**src/rtl/tc141_flopx_arb_pkg.sv**
```systemverilog
// Shared types and constants for the tc141_flopx_arb holding-register arbiter.
//   state_e      : holding register state (empty / full)
//   clog2()      : index-width helper (never returns less than 1)
//   NREQ_MIN/MAX : legal range for the number of requesters
package tc141_flopx_arb_pkg;

  typedef enum logic {
    ST_EMPTY = 1'b0,
    ST_FULL  = 1'b1
  } state_e;

  localparam int NREQ_MIN = 2;
  localparam int NREQ_MAX = 16;

  function automatic int clog2(input int n);
    int r;
    int v;
    r = 0;
    v = n - 1;
    for (int i = 0; i < 32; i++) begin
      if (v > 0) begin
        r++;
        v = v >> 1;
      end
    end
    return (r < 1) ? 1 : r;
  endfunction

endpackage

```
**src/rtl/tc141_flopx_arb_if.sv**
```systemverilog
// Bus bundle between the requesters/downstream consumer and tc141_flopx_arb.
//   req    : per-requester request (level, held until granted)
//   reqdat : per-requester data, slice i = [i*WIDTH +: WIDTH]
//   gnt    : one-hot acceptance (combinational from the arbiter)
//   odat   : holding register contents
//   osrc   : index of requester whose data sits in odat
//   ovld   : holding register full
//   ordy   : downstream ready
//   lock   : per-requester burst lock (only with TC141_FLOPX_ARB_LOCK_EN)
// master modport: requester/consumer side; slave modport: the arbiter.
interface tc141_flopx_arb_if
  import tc141_flopx_arb_pkg::*;
#(
  parameter int WIDTH = 8,
  parameter int NREQ  = 4
);
  localparam int SRCW = clog2(NREQ);

  logic [NREQ-1:0]       req;
  logic [NREQ*WIDTH-1:0] reqdat;
  logic [NREQ-1:0]       gnt;
  logic [WIDTH-1:0]      odat;
  logic [SRCW-1:0]       osrc;
  logic                  ovld;
  logic                  ordy;
`ifdef TC141_FLOPX_ARB_LOCK_EN
  logic [NREQ-1:0]       lock;

  modport master (output req, reqdat, ordy, lock, input gnt, odat, osrc, ovld);
  modport slave  (input req, reqdat, ordy, lock, output gnt, odat, osrc, ovld);
`else
  modport master (output req, reqdat, ordy, input gnt, odat, osrc, ovld);
  modport slave  (input req, reqdat, ordy, output gnt, odat, osrc, ovld);
`endif

endinterface

```
**src/rtl/tc141_flopx_arb_rrpick.sv**
```systemverilog
// Combinational round-robin picker.
//   req  : eligible request vector
//   ptr  : highest-priority index for this search
//   pick : one-hot winner (first set bit at or after ptr, wrapping)
//   idx  : encoded winner index
//   any  : at least one request present
module tc141_rrpick #(
  parameter int NREQ = 4,
  parameter int SRCW = 2
) (
  input  logic [NREQ-1:0] req,
  input  logic [SRCW-1:0] ptr,
  output logic [NREQ-1:0] pick,
  output logic [SRCW-1:0] idx,
  output logic            any
);

  logic [SRCW:0] cand;

  always_comb begin
    pick = '0;
    idx  = '0;
    any  = 1'b0;
    cand = '0;
    for (int i = 0; i < NREQ; i++) begin
      // ptr + i, folded back into 0..NREQ-1 (ptr is always < NREQ)
      cand = {1'b0, ptr} + (SRCW+1)'(i);
      if (cand >= (SRCW+1)'(NREQ)) cand = cand - (SRCW+1)'(NREQ);
      if (!any && req[cand[SRCW-1:0]]) begin
        any             = 1'b1;
        idx             = cand[SRCW-1:0];
        pick            = '0;
        pick[cand[SRCW-1:0]] = 1'b1;
      end
    end
  end

endmodule

```
**src/rtl/tc141_flopx_arb.sv**
```systemverilog
// Round-robin arbiter feeding one WIDTH-bit holding register with a
// valid/ready output. The winner's data and index are captured; the
// round-robin pointer moves to the slot after the winner.
// Optional feature macro: TC141_FLOPX_ARB_LOCK_EN (burst lock per requester).
// Ports:
//   clk  : clock, rising edge
//   rst_ : synchronous active-low reset
//   bus  : tc141_flopx_arb_if.slave (req/reqdat/gnt/odat/osrc/ovld/ordy[/lock])
module tc141_flopx_arb
  import tc141_flopx_arb_pkg::*;
#(
  parameter int               WIDTH       = 8,
  parameter int               NREQ        = 4,
  parameter logic [WIDTH-1:0] RESET_VALUE = {WIDTH{1'b0}}
) (
  input logic               clk,
  input logic               rst_,
  tc141_flopx_arb_if.slave  bus
);

  localparam int SRCW = clog2(NREQ);

  if (NREQ < NREQ_MIN || NREQ > NREQ_MAX) begin : g_nreq_bad
    $error("tc141_flopx_arb: NREQ out of range");
  end

  state_e           state_q, state_d;
  logic [WIDTH-1:0] odat_q,  odat_d;
  logic [SRCW-1:0]  osrc_q,  osrc_d;
  logic [SRCW-1:0]  ptr_q,   ptr_d;

  logic [NREQ-1:0]  elig;
  logic [NREQ-1:0]  pick;
  logic [SRCW-1:0]  pick_idx;
  logic [SRCW-1:0]  pick_nxt;
  logic             pick_any;
  logic             accept;
  logic [NREQ-1:0]  gnt;

`ifdef TC141_FLOPX_ARB_LOCK_EN
  logic             owner_vld_q, owner_vld_d;
  logic [SRCW-1:0]  owner_q,     owner_d;

  // While a burst owner exists, everyone else is masked out even if the
  // owner itself is currently idle.
  always_comb begin
    elig = bus.req;
    if (owner_vld_q) elig = bus.req & (NREQ'(1) << owner_q);
  end
`else
  always_comb elig = bus.req;
`endif

  tc141_rrpick #(
    .NREQ (NREQ),
    .SRCW (SRCW)
  ) u_rrpick (
    .req  (elig),
    .ptr  (ptr_q),
    .pick (pick),
    .idx  (pick_idx),
    .any  (pick_any)
  );

  assign pick_nxt = (pick_idx == SRCW'(NREQ - 1)) ? '0 : pick_idx + 1'b1;

  // rst_ gates accept so gnt stays low throughout reset.
  assign accept = rst_ && pick_any && (state_q == ST_EMPTY || bus.ordy);

  always_comb begin
    state_d = state_q;
    odat_d  = odat_q;
    osrc_d  = osrc_q;
    ptr_d   = ptr_q;
    gnt     = '0;
`ifdef TC141_FLOPX_ARB_LOCK_EN
    owner_vld_d = owner_vld_q;
    owner_d     = owner_q;
`endif

    if (state_q == ST_EMPTY) begin
      if (accept) state_d = ST_FULL;
    end else begin
      if (bus.ordy && !accept) state_d = ST_EMPTY;
    end

    if (accept) begin
      gnt    = pick;
      odat_d = bus.reqdat[pick_idx*WIDTH +: WIDTH];
      osrc_d = pick_idx;
`ifdef TC141_FLOPX_ARB_LOCK_EN
      // Pointer is frozen for the length of a burst and advances only
      // on the accept that releases the lock.
      if (bus.lock[pick_idx]) begin
        owner_vld_d = 1'b1;
        owner_d     = pick_idx;
      end else begin
        owner_vld_d = 1'b0;
        ptr_d       = pick_nxt;
      end
`else
      ptr_d = pick_nxt;
`endif
    end
  end

  always_ff @(posedge clk) begin
    if (!rst_) begin
      state_q <= ST_EMPTY;
      odat_q  <= RESET_VALUE;
      osrc_q  <= '0;
      ptr_q   <= '0;
`ifdef TC141_FLOPX_ARB_LOCK_EN
      owner_vld_q <= 1'b0;
      owner_q     <= '0;
`endif
    end else begin
      state_q <= state_d;
      odat_q  <= odat_d;
      osrc_q  <= osrc_d;
      ptr_q   <= ptr_d;
`ifdef TC141_FLOPX_ARB_LOCK_EN
      owner_vld_q <= owner_vld_d;
      owner_q     <= owner_d;
`endif
    end
  end

  assign bus.gnt  = gnt;
  assign bus.odat = odat_q;
  assign bus.osrc = osrc_q;
  assign bus.ovld = (state_q == ST_FULL);

endmodule

```
**src/flat_wrapper.sv**
```systemverilog
// flat-port wrapper written by rule: the top's interface ports become plain ports
module tc141_flopx_arb_flat import tc141_flopx_arb_pkg::*;
#(
  parameter int               WIDTH       = 8,
  parameter int               NREQ        = 4,
  parameter logic [WIDTH-1:0] RESET_VALUE = {WIDTH{1'b0}}
)
  (clk, rst_, bus_req, bus_reqdat, bus_ordy, bus_gnt, bus_odat, bus_osrc, bus_ovld);
  tc141_flopx_arb_if #(.WIDTH(WIDTH), .NREQ(NREQ)) bus_i ();
  input logic clk;
  input logic rst_;
  input wire logic [$bits(bus_i.req)-1:0] bus_req;
  input wire logic [$bits(bus_i.reqdat)-1:0] bus_reqdat;
  input wire logic [$bits(bus_i.ordy)-1:0] bus_ordy;
  output wire logic [$bits(bus_i.gnt)-1:0] bus_gnt;
  output wire logic [$bits(bus_i.odat)-1:0] bus_odat;
  output wire logic [$bits(bus_i.osrc)-1:0] bus_osrc;
  output wire logic [$bits(bus_i.ovld)-1:0] bus_ovld;
  assign bus_i.req = bus_req;
  assign bus_i.reqdat = bus_reqdat;
  assign bus_i.ordy = bus_ordy;
  assign bus_gnt = bus_i.gnt;
  assign bus_odat = bus_i.odat;
  assign bus_osrc = bus_i.osrc;
  assign bus_ovld = bus_i.ovld;
  tc141_flopx_arb #(.WIDTH(WIDTH), .NREQ(NREQ), .RESET_VALUE(RESET_VALUE)) u_core (.clk(clk), .rst_(rst_), .bus(bus_i));
endmodule
```
**config.mk**
```make
export PLATFORM = sky130hd
export DESIGN_NAME = tc141_flopx_arb_flat
export DESIGN_NICKNAME = d
export VERILOG_FILES = /design/src/rtl/tc141_flopx_arb_pkg.sv /design/src/rtl/tc141_flopx_arb_if.sv /design/src/rtl/tc141_flopx_arb_rrpick.sv /design/src/rtl/tc141_flopx_arb.sv /design/src/flat_wrapper.sv
export SDC_FILE = /design/constraint.sdc
export NUM_CORES = 1
export LEC_CHECK = 0
export BUFFER_PORTS_ARGS = -buffer_cell sky130_fd_sc_hd__buf_4
export CORE_MARGIN = 2
export CORE_UTILIZATION = 38
export CTS_CLUSTER_SIZE = 14
export DETAILED_ROUTE_END_ITERATION = 10
export PLACE_DENSITY_LB_ADDON = 0.05
export SLEW_MARGIN = 20
export SYNTH_ARGS = -nofsm -noshare
export SYNTH_HDL_FRONTEND = slang
export SYNTH_SLANG_ARGS = --single-unit
```
**constraint.sdc**
```tcl
create_clock -name clk -period 6.3 [get_ports clk]
set_input_delay 0.315 -clock clk [delete_from_list [all_inputs] [get_ports clk]]
set_output_delay 0.315 -clock clk [all_outputs]
set_load 0.01 [all_outputs]
```
## After elaboration in Yosys (flattened, before gate mapping)

Cells that the tools add are included.

| word-level totals | value |
|---|---|
| output and inout bits | 15 |
| word-level logic and storage cells | 79 |
| bits of input ports | 39 |
| register bits after elaboration | 13 |

| operators by class | value |
|---|---|
| reductions and logical operators | 15 |
| $lt $le $gt $ge | 12 |
| add/sub/neg operators | 8 |
| multiplexer cells | 37 |
| bitwise gates (word level) | 1 |
| shift-type cells | 1 |
| eq/ne operators | 1 |

Operators with widths:

| operator | number |
|---|---|
| 32-bit by 6-bit variable part select with 8-bit output | 1 |
| 4-bit 2-to-1 mux | 5 |
| 2-bit 2-to-1 mux | 9 |
| 1-bit 2-to-1 mux | 15 |
| 2-bit by 3-bit < comparator with 1-bit output (second input constant) | 4 |
| 1-bit logical AND | 10 |
| 3-bit >= comparator (second input constant) | 3 |
| 1-bit binary-select mux with 2-bit select | 4 |
| 1-bit demux with 2-bit select | 4 |
| 2-bit by 1-bit >= comparator with 1-bit output (second input constant) | 4 |
| 2-bit by 1-bit subtractor with 2-bit output (second input constant) | 4 |
| 2-bit by 2-bit adder with 3-bit output (second input constant) | 2 |
| 1-bit zero test | 4 |
| 2-bit by 1-bit adder with 3-bit output (second input constant) | 1 |
| 2-bit by 3-bit >= comparator with 1-bit output (second input constant) | 1 |
| 2-bit by 1-bit adder with 2-bit output (second input constant) | 1 |
| 2-bit == test (second input constant) | 1 |
| 1-bit logical OR | 1 |
| 1-bit inverter | 1 |

## Depth between registers and ports, before layout

Gate-level depths: netlist (run 1).

| depth | value |
|---|---|
| depth in word-level cells | 20 |
| mapped depth | 13 |
| mapped depth without buffers | 8 |

## Modules after synthesis

Synthesis (run 1) repeated with hierarchy kept, for this count alone.

| unflattened totals | value |
|---|---|
| cell total of the unflattened synthesis | 127 |
| area, all modules | 1143.6 µm² |

By module, submodules not included:

| module | times used | cells an instance | sequential area each (µm²) | area each (µm²) |
|---|---|---|---|---|
| tc141_flopx_arb | 1 | 74 | 260.2 | 715.7 |
| tc141_rrpick | 1 | 53 | 0.0 | 427.9 |

## Least setup slack after synthesis (run 1)

Ideal clock, no wire load.

| timing | value |
|---|---|
| path type | register to register |
| start point | register u_core.ptr_q[0] |
| end point | register u_core.odat_q[1], in the netlist u_core.bus.odat[1] |
| data required time | 6.164 ns |
| data arrival time | 2.887 ns |
| cell stages (with the launch flop) | 13 |
| clock period less this slack | 3.023 ns |
| library setup time | 0.136 ns |
| buffers on the path | 4 |
| slack | 3.277 ns |
| cells stage by stage | dfxtp_1 buf_6 inv_1 buf_2 ha_1 buf_2 mux4_2 and2b_1 nor2_4 buf_2 a21o_1 a21oi_1 o311ai_2 |

| between the ends | value |
|---|---|
| longest elaborated chain between the ends | 16 |
| elaborated cells between the ends (all ways) | 40 |
| classes of those cells | add/sub (7); order compare (4); shift (1); mux (20); reduce/logical (8) |

Ends and longest elaborated chain:

| what | RTL line | source |
|---|---|---|
| start, declared | tc141_flopx_arb.sv:30 | `logic [SRCW-1:0] ptr_q, ptr_d;` |
| start signal, assigned | tc141_flopx_arb.sv:121 | `ptr_q <= ptr_d;` |
| parallel branches: the longest is 16 deep, another holds 2-bit by 1-bit adder with 3-bit output | n/a |  |
| end signal, assigned | tc141_flopx_arb.sv:119 | `odat_q <= odat_d;` |
| end, declared | tc141_flopx_arb.sv:28 | `logic [WIDTH-1:0] odat_q, odat_d;` |

Several ways; the timed one is not identified. The select of a mux whose other input is x is not followed.
A chain may end at the register's enable or synchronous reset.

## Worst setup path in the final report (run 1)

| timing | value |
|---|---|
| start point | register u_core.ptr_q[0] |
| end point | register u_core.odat_q[4], in the netlist u_core.bus.odat[4] |

Same word-level chain as after synthesis.

==> out/results.ini, run 1 <==
[clock_tree]
clk_path_buf_depth=2
cts_hold_buf=0
numCtsBuffers=3
post_cts_resized=0
cts_root_buf=clkbuf_8
post_cts_buffers=0
clkLatencyLatePin_ns=0.25
h-tree-depth=1
clkTransAtPathRegs_ns=0.06
cts_sinks=13
cts_tree=built

[placement]
io_buffers=53
routabilityCongestion=0.778
placed_area_um2=1760
dp_slack_ns=2.96
dp_hpwl_um=3070

[detailed_routing]
drt_pass1_iterations=7
antenna_left=0
met2WireLength_um=2060
routed_wl_um=4280
wl_per_cell_um=15.9
top_layer_used=met4
vias_per_cell=5.85
drt-met1-wl_um=1900
drtIter0Drc=91
wl_met3_um=288
drcViolationCount=0
num_vias=1574

[timing]
setup_viol=0
finalMaxSlewViolations=0
rsz0062_at_grt=no
fin_hold_ws_ns=0.301
hold_violations=0
setup_tns_ns=0
timing.final.ws_setup_ns=2.87
worst_pin_slew_ns=1.06
maxSlewHeadroom_pct=27.6
period_needed_ns=3.43
post-route-period-util_pct=54.4
fmax_mhz=292
skew_ns=0.00446

[cells_and_area]
fin_area_um2=1810
fin_nets=269
insertedDiodeCount=0
fillerInstances=359
drive_gt1_share_pct=33.9
syn2layout_area_growth_pct=28.1

[floorplanning]
rows=22
ios=54
die_h_um=65.0
core-area_um2=3610
initial_utilization_pct=39.2
die_area_um2=4220
die_x_um=65.0

[logic_synthesis]
synth-seq-area-share_pct=18.4
yosysTopAreaCell=dfxtp_1
yosysWarnings=0
netlist.area_leader.share_pct=18.4
synth_fp_nets=226
syn_avg_cell_area_um2=7.90
synth-seq-cells=13
synth_flop_cell=dfxtp_1
synth_edf_count=0
synthTopCellsByCount=21 x nor2_1, 17 x nand3_1, 13 x a22oi_1, 13 x dfxtp_1
synth.most_common_cell=nor2_1
synth.area.top_cells=dfxtp_1 18%, ha_1 7.1%, a22oi_1 6.9%
syn_area_um2=1410
async_flop_share_pct=0
ys_types=44
synthCells=179

[job]
maxCapViolCount=0

[critical_path]
critical_path_peak_fanout=15
critPathSlowestCell=nor3_1
start_kind=flop
endpoint_kind=flop
worstSetupPathType=flop to flop
path_cells=inv_1, ha_1, mux4_2, o21ba_1, o21ai_1, nor3_1, a22oi_1, o311ai_1
cpPeakStageDelay_ns=0.85
critPathArrivalTime_ns=3.57
crit_required_ns=6.45

[power]
fin_total_pwr_w=0.000554
leakage_nw=0.751
combPwrFrac_pct=63.5
power_frac_seq_pct=22.4
power_density_nw_per_um2=306
ir_worst_vdd_uv=147
power.share.clock_pct=14.1
swShare_pct=45.4
net-switching-power_w=0.000251
power.internal_w=0.000302

[global_route]
antenna_found_initial=0
grt_max_degree=34
grt_pass1_vias=1509
overflow=0
grt_pass1_wl_um=7170
grt_usage_pct=21.4

[min_path]
hold_class=input port to flop

[run_status]
status=finished, final reports clean

final cells by class:
class                   instances  area [µm²]  area share (%)
clock buffers                   4        45.0            2.49
inverters                       2        7.51           0.415
multi-input cells             148        1030            57.0
flip-flops and latches         13         260            14.4
well taps                      48        60.1            3.32
repair buffers                 54         405            22.4
logic make-up after synthesis:
| logic type | share of synthesized area, % |
|---|---|
| adder cells (fa/ha/maj) | 7.08 |
| AND/OR/NAND/NOR | 23.5 |
| multiplexers | 6.02 |
| buffers and inverters | 8.94 |
| AO/OA/AOI/OAI | 36.1 |
| flip-flops | 18.4 |
state kept, by name (all words and copies together) (netlist names):
signal / count
u_core.ptr_q: 2
u_core.bus.odat: 8
u_core.bus.ovld: 1
u_core.bus.osrc: 2
path summary, 6_finish.rpt:
check	start	to	slack, ns	depth (start not counted)
worst min register to register	u_core.bus.odat[2]	u_core.bus.odat[2]	0.50	2
worst max register to register	u_core.ptr_q[0]	u_core.bus.odat[4]	2.87	8
worst max-delay path	u_core.ptr_q[0]	u_core.bus.odat[4]	2.87	8
worst min-delay path	bus_reqdat[7]	u_core.bus.odat[7]	0.30	3
placed cells by master (no fill, tap or decap), drive strengths merged:
cell type / count
and2b: 1
a21oi: 11
o211a: 1
a21o: 8
or2: 2
a22oi: 13
o21ai: 5
o21ba: 1
nand3: 17
or3: 1
nand4: 1
nor4: 2
o31ai: 1
clkbuf: 4
a21boi: 3
nor3: 2
nor2: 22
or3b: 1
a31o: 8
nor2b: 2
nand3b: 1
o21a: 1
nor3b: 1
dfxtp: 13
mux2i: 4
inv: 2
o32ai: 1
buf: 54
o22ai: 2
ha: 8
a221oi: 4
mux4: 2
o311ai: 8
nand2b: 3
nand2: 11
power groups by stage:
stage,Clock (W),Sequential [W],Combinational [W]
2_1_floorplan,0,0.000135,0.000248
3_3_place_gp,0,0.000124,0.000343
3_5_place_dp,0,0.000126,0.000349
4_1_cts,0.0000798,0.000124,0.000350
5_1_grt,0.0000827,0.000126,0.000389
6_report,0.0000781,0.000124,0.000351
critical path, delay by kind of cell, from the launching register on:
family | cells | cell delay [ns]
multiplexers | 1 | 0.62
flip-flops | 1 | 0.32
AO/OA/AOI/OAI | 4 | 0.71
AND/OR/NAND/NOR | 1 | 0.85
adder cells (fa/ha/maj) | 1 | 0.59
buffers and inverters | 1 | 0.24
routing by layer:
metal	global-route usage, %	vias to the layer above
met1	28.4	739
met3	3.13	4
li1	-	768
met4	4.79	0
met2	36.3	63
met5	0	-
metrics by stage:
stage	std cells	util, %
CTS	269	50.1
detailed placement	265	48.8
global placement	265	48.8
finish	269	50.2
floorplan	179	-
global route	269	50.2
Power figures use the tool's default switching activity.
==> inputs of run 2 (changes only) <==
- ABC_AREA: not set -> 1
- clock period: 6.3 -> 3.2 ns (I/O delays scaled with it)
==> out/results.ini, run 2 <==
[run_status]
status=finished, final reports clean

[logic_synthesis]
synthCells=200
ys_types=27
syn_avg_cell_area_um2=6.57
synthTopCellsByCount=54 x nand2_1, 44 x nand3_1, 16 x nand4_1
synth-seq-area-share_pct=19.8
yosysWarnings=0
synth_fp_nets=247
async_flop_share_pct=0
synth.most_common_cell=nand2_1
syn_area_um2=1310
synth_edf_count=0
synth_flop_cell=dfxtp_1
synth.area.top_cells=dfxtp_1 20%, nand3_1 17%, nand2_1 15%
netlist.area_leader.share_pct=19.8
synth-seq-cells=13
yosysTopAreaCell=dfxtp_1

[detailed_routing]
drt_pass1_iterations=4
vias_per_cell=5.05
wl_met3_um=214
drtIter0Drc=120
wl_per_cell_um=12.4
antenna_left=0
top_layer_used=met4
drt-met1-wl_um=1840
drcViolationCount=0
routed_wl_um=3680
num_vias=1494
met2WireLength_um=1580

[floorplanning]
core-area_um2=3340
rows=21
die_h_um=62.8
ios=54
die_area_um2=3940
die_x_um=62.8
initial_utilization_pct=39.4

[critical_path]
crit_path_end=bus_gnt[1]
r2r-end=u_core.ptr_q[1]
critPathArrivalTime_ns=2.73
endpoint_kind=output pin
setup.worst_path.start=u_core.ptr_q[1]
rr_worst_depth=11
start_kind=flop
critical_path_peak_fanout=19
reg2reg_from=u_core.ptr_q[1]
r2r_setup_slack_ns=0.81
crit_required_ns=3.04
worstSetupPathType=flop to output pin

[job]
maxCapViolCount=0

[clock_tree]
cts_hold_buf=0
cts_root_buf=clkbuf_4
cts_sinks=13
cts_tree=built
h-tree-depth=1
clk_path_buf_depth=2
numCtsBuffers=3
clkTransAtPathRegs_ns=0.08
clkLatencyLatePin_ns=0.28

[global_route]
grt_usage_pct=19.4
grt_pass1_wl_um=6350
overflow=0
grt_max_degree=20
grt_pass1_vias=1435
antenna_found_initial=0

[cells_and_area]
fin_nets=298
drive_gt1_share_pct=32.8
stdcell_count=296
largest_register_ffs=8
final_cell_mix=54 x nand2_1, 54 x buf_4, 44 x nand3_1
insertedDiodeCount=0
syn2layout_area_growth_pct=33.2

[min_path]
hold_class=input port to flop

[power]
ir_worst_vdd_uv=493
power.share.clock_pct=5.0
leakage_nw=0.895
power_frac_seq_pct=13.9
combPwrFrac_pct=81.1
net-switching-power_w=0.00118
swShare_pct=57.7
power_density_nw_per_um2=1170
fin_total_pwr_w=0.00205
power.internal_w=0.000868

[placement]
routabilityCongestion=0.823
io_buffers=53
placed_cells=292
dp_hpwl_um=2830

[timing]
setup_viol=0
period_needed_ns=2.89
setup_tns_ns=0
post-route-period-util_pct=90.2
rsz0062_at_grt=no
skew_ns=0.00434
maxSlewHeadroom_pct=74.3
fmax_mhz=346
worst_pin_slew_ns=0.384
finalMaxSlewViolations=0
hold_violations=0

-- run 2: repair_timing --
item / 4_1_cts / 5_1_grt
endpoints found under the hold margin: 0 / 0
buffers inserted: 0 / 0
endpoints found under the setup margin: 0 / 1
gates resized for setup: 0 / 1
-- run 2: cell type report --
cell class                      count  area [µm²]
Tap cell                           46        57.6
Clock buffer                        4        26.3
Sequential cell                    13         262
Multi-Input combinational cell    164         936
Timing Repair Buffer               54         405
Inverter                           15        63.8
Fill cell                         367        1590
-- run 2: per-stage QoR --
stage	util, %	instance area, µm²	setup WS, ns	hold WS (ns)
2_1_floorplan	-	1310	1.04	0.322
3_3_place_gp	51.6	1720	0.598	0.466
3_5_place_dp	51.6	1720	0.506	0.466
4_1_cts	52.4	1750	0.187	0.188
5_1_grt	52.5	1750	0.114	0.204
6_report	52.5	1750	0.314	0.192
-- run 2: logic make-up (layout without fill, tap and decap cells) --
logic type / count (synthesis) / after routing / share of synthesized area, %
adder cells (fa/ha/maj): 8 / 8 / 7.62
AO/OA/AOI/OAI: 19 / 19 / 8.95
buffers and inverters: 23 / 73 / 8.95
AND/OR/NAND/NOR: 137 / 137 / 54.7
flip-flops: 13 / 13 / 19.8
-- run 2: power by group through the flow --
| stage | Combinational, W | Sequential [W] | Clock, W |
|---|---|---|---|
| global route | 0.00188 | 0.000294 | 0.000109 |
| detailed placement | 0.00166 | 0.000288 | 0 |
| global placement | 0.00167 | 0.000290 | 0 |
| CTS | 0.00167 | 0.000284 | 0.000107 |
| floorplan | 0.00127 | 0.000304 | 0 |
| finish | 0.00166 | 0.000285 | 0.000102 |
-- run 2: worst min path at each step --
stage | startpoint | slack (ns) | end | cells after the start
final | rst_ | 0.19 | u_core.bus.odat[7] | 3
after detailed placement | u_core.bus.osrc[1] | 0.47 | u_core.bus.osrc[1] | 2
after global placement | u_core.bus.osrc[1] | 0.47 | u_core.bus.osrc[1] | 2
after CTS | rst_ | 0.19 | u_core.bus.odat[1] | 3
after global routing | rst_ | 0.20 | u_core.bus.odat[1] | 3
after floorplan | rst_ | 0.32 | u_core.bus.osrc[0] | 2
-- run 2: per-layer routing --
layer,GRT usage (%),vias to the layer above
met2,30.0,45
met4,5.83,0
met3,2.16,7
met5,0,-
li1,-,785
met1,28.2,657
-- run 2: critical path, cell delays in order, from the launching register on --
cell and delay [ns]:
dfxtp_2 0.42, inv_2 0.12, ha_1 0.39, nand3_1 0.14, nand2_2 0.17, nor2_8 0.06
nand3_4 0.18, nand2_2 0.25, inv_2 0.25, o21ai_1 0.10, a31oi_1 0.21, buf_4 0.16
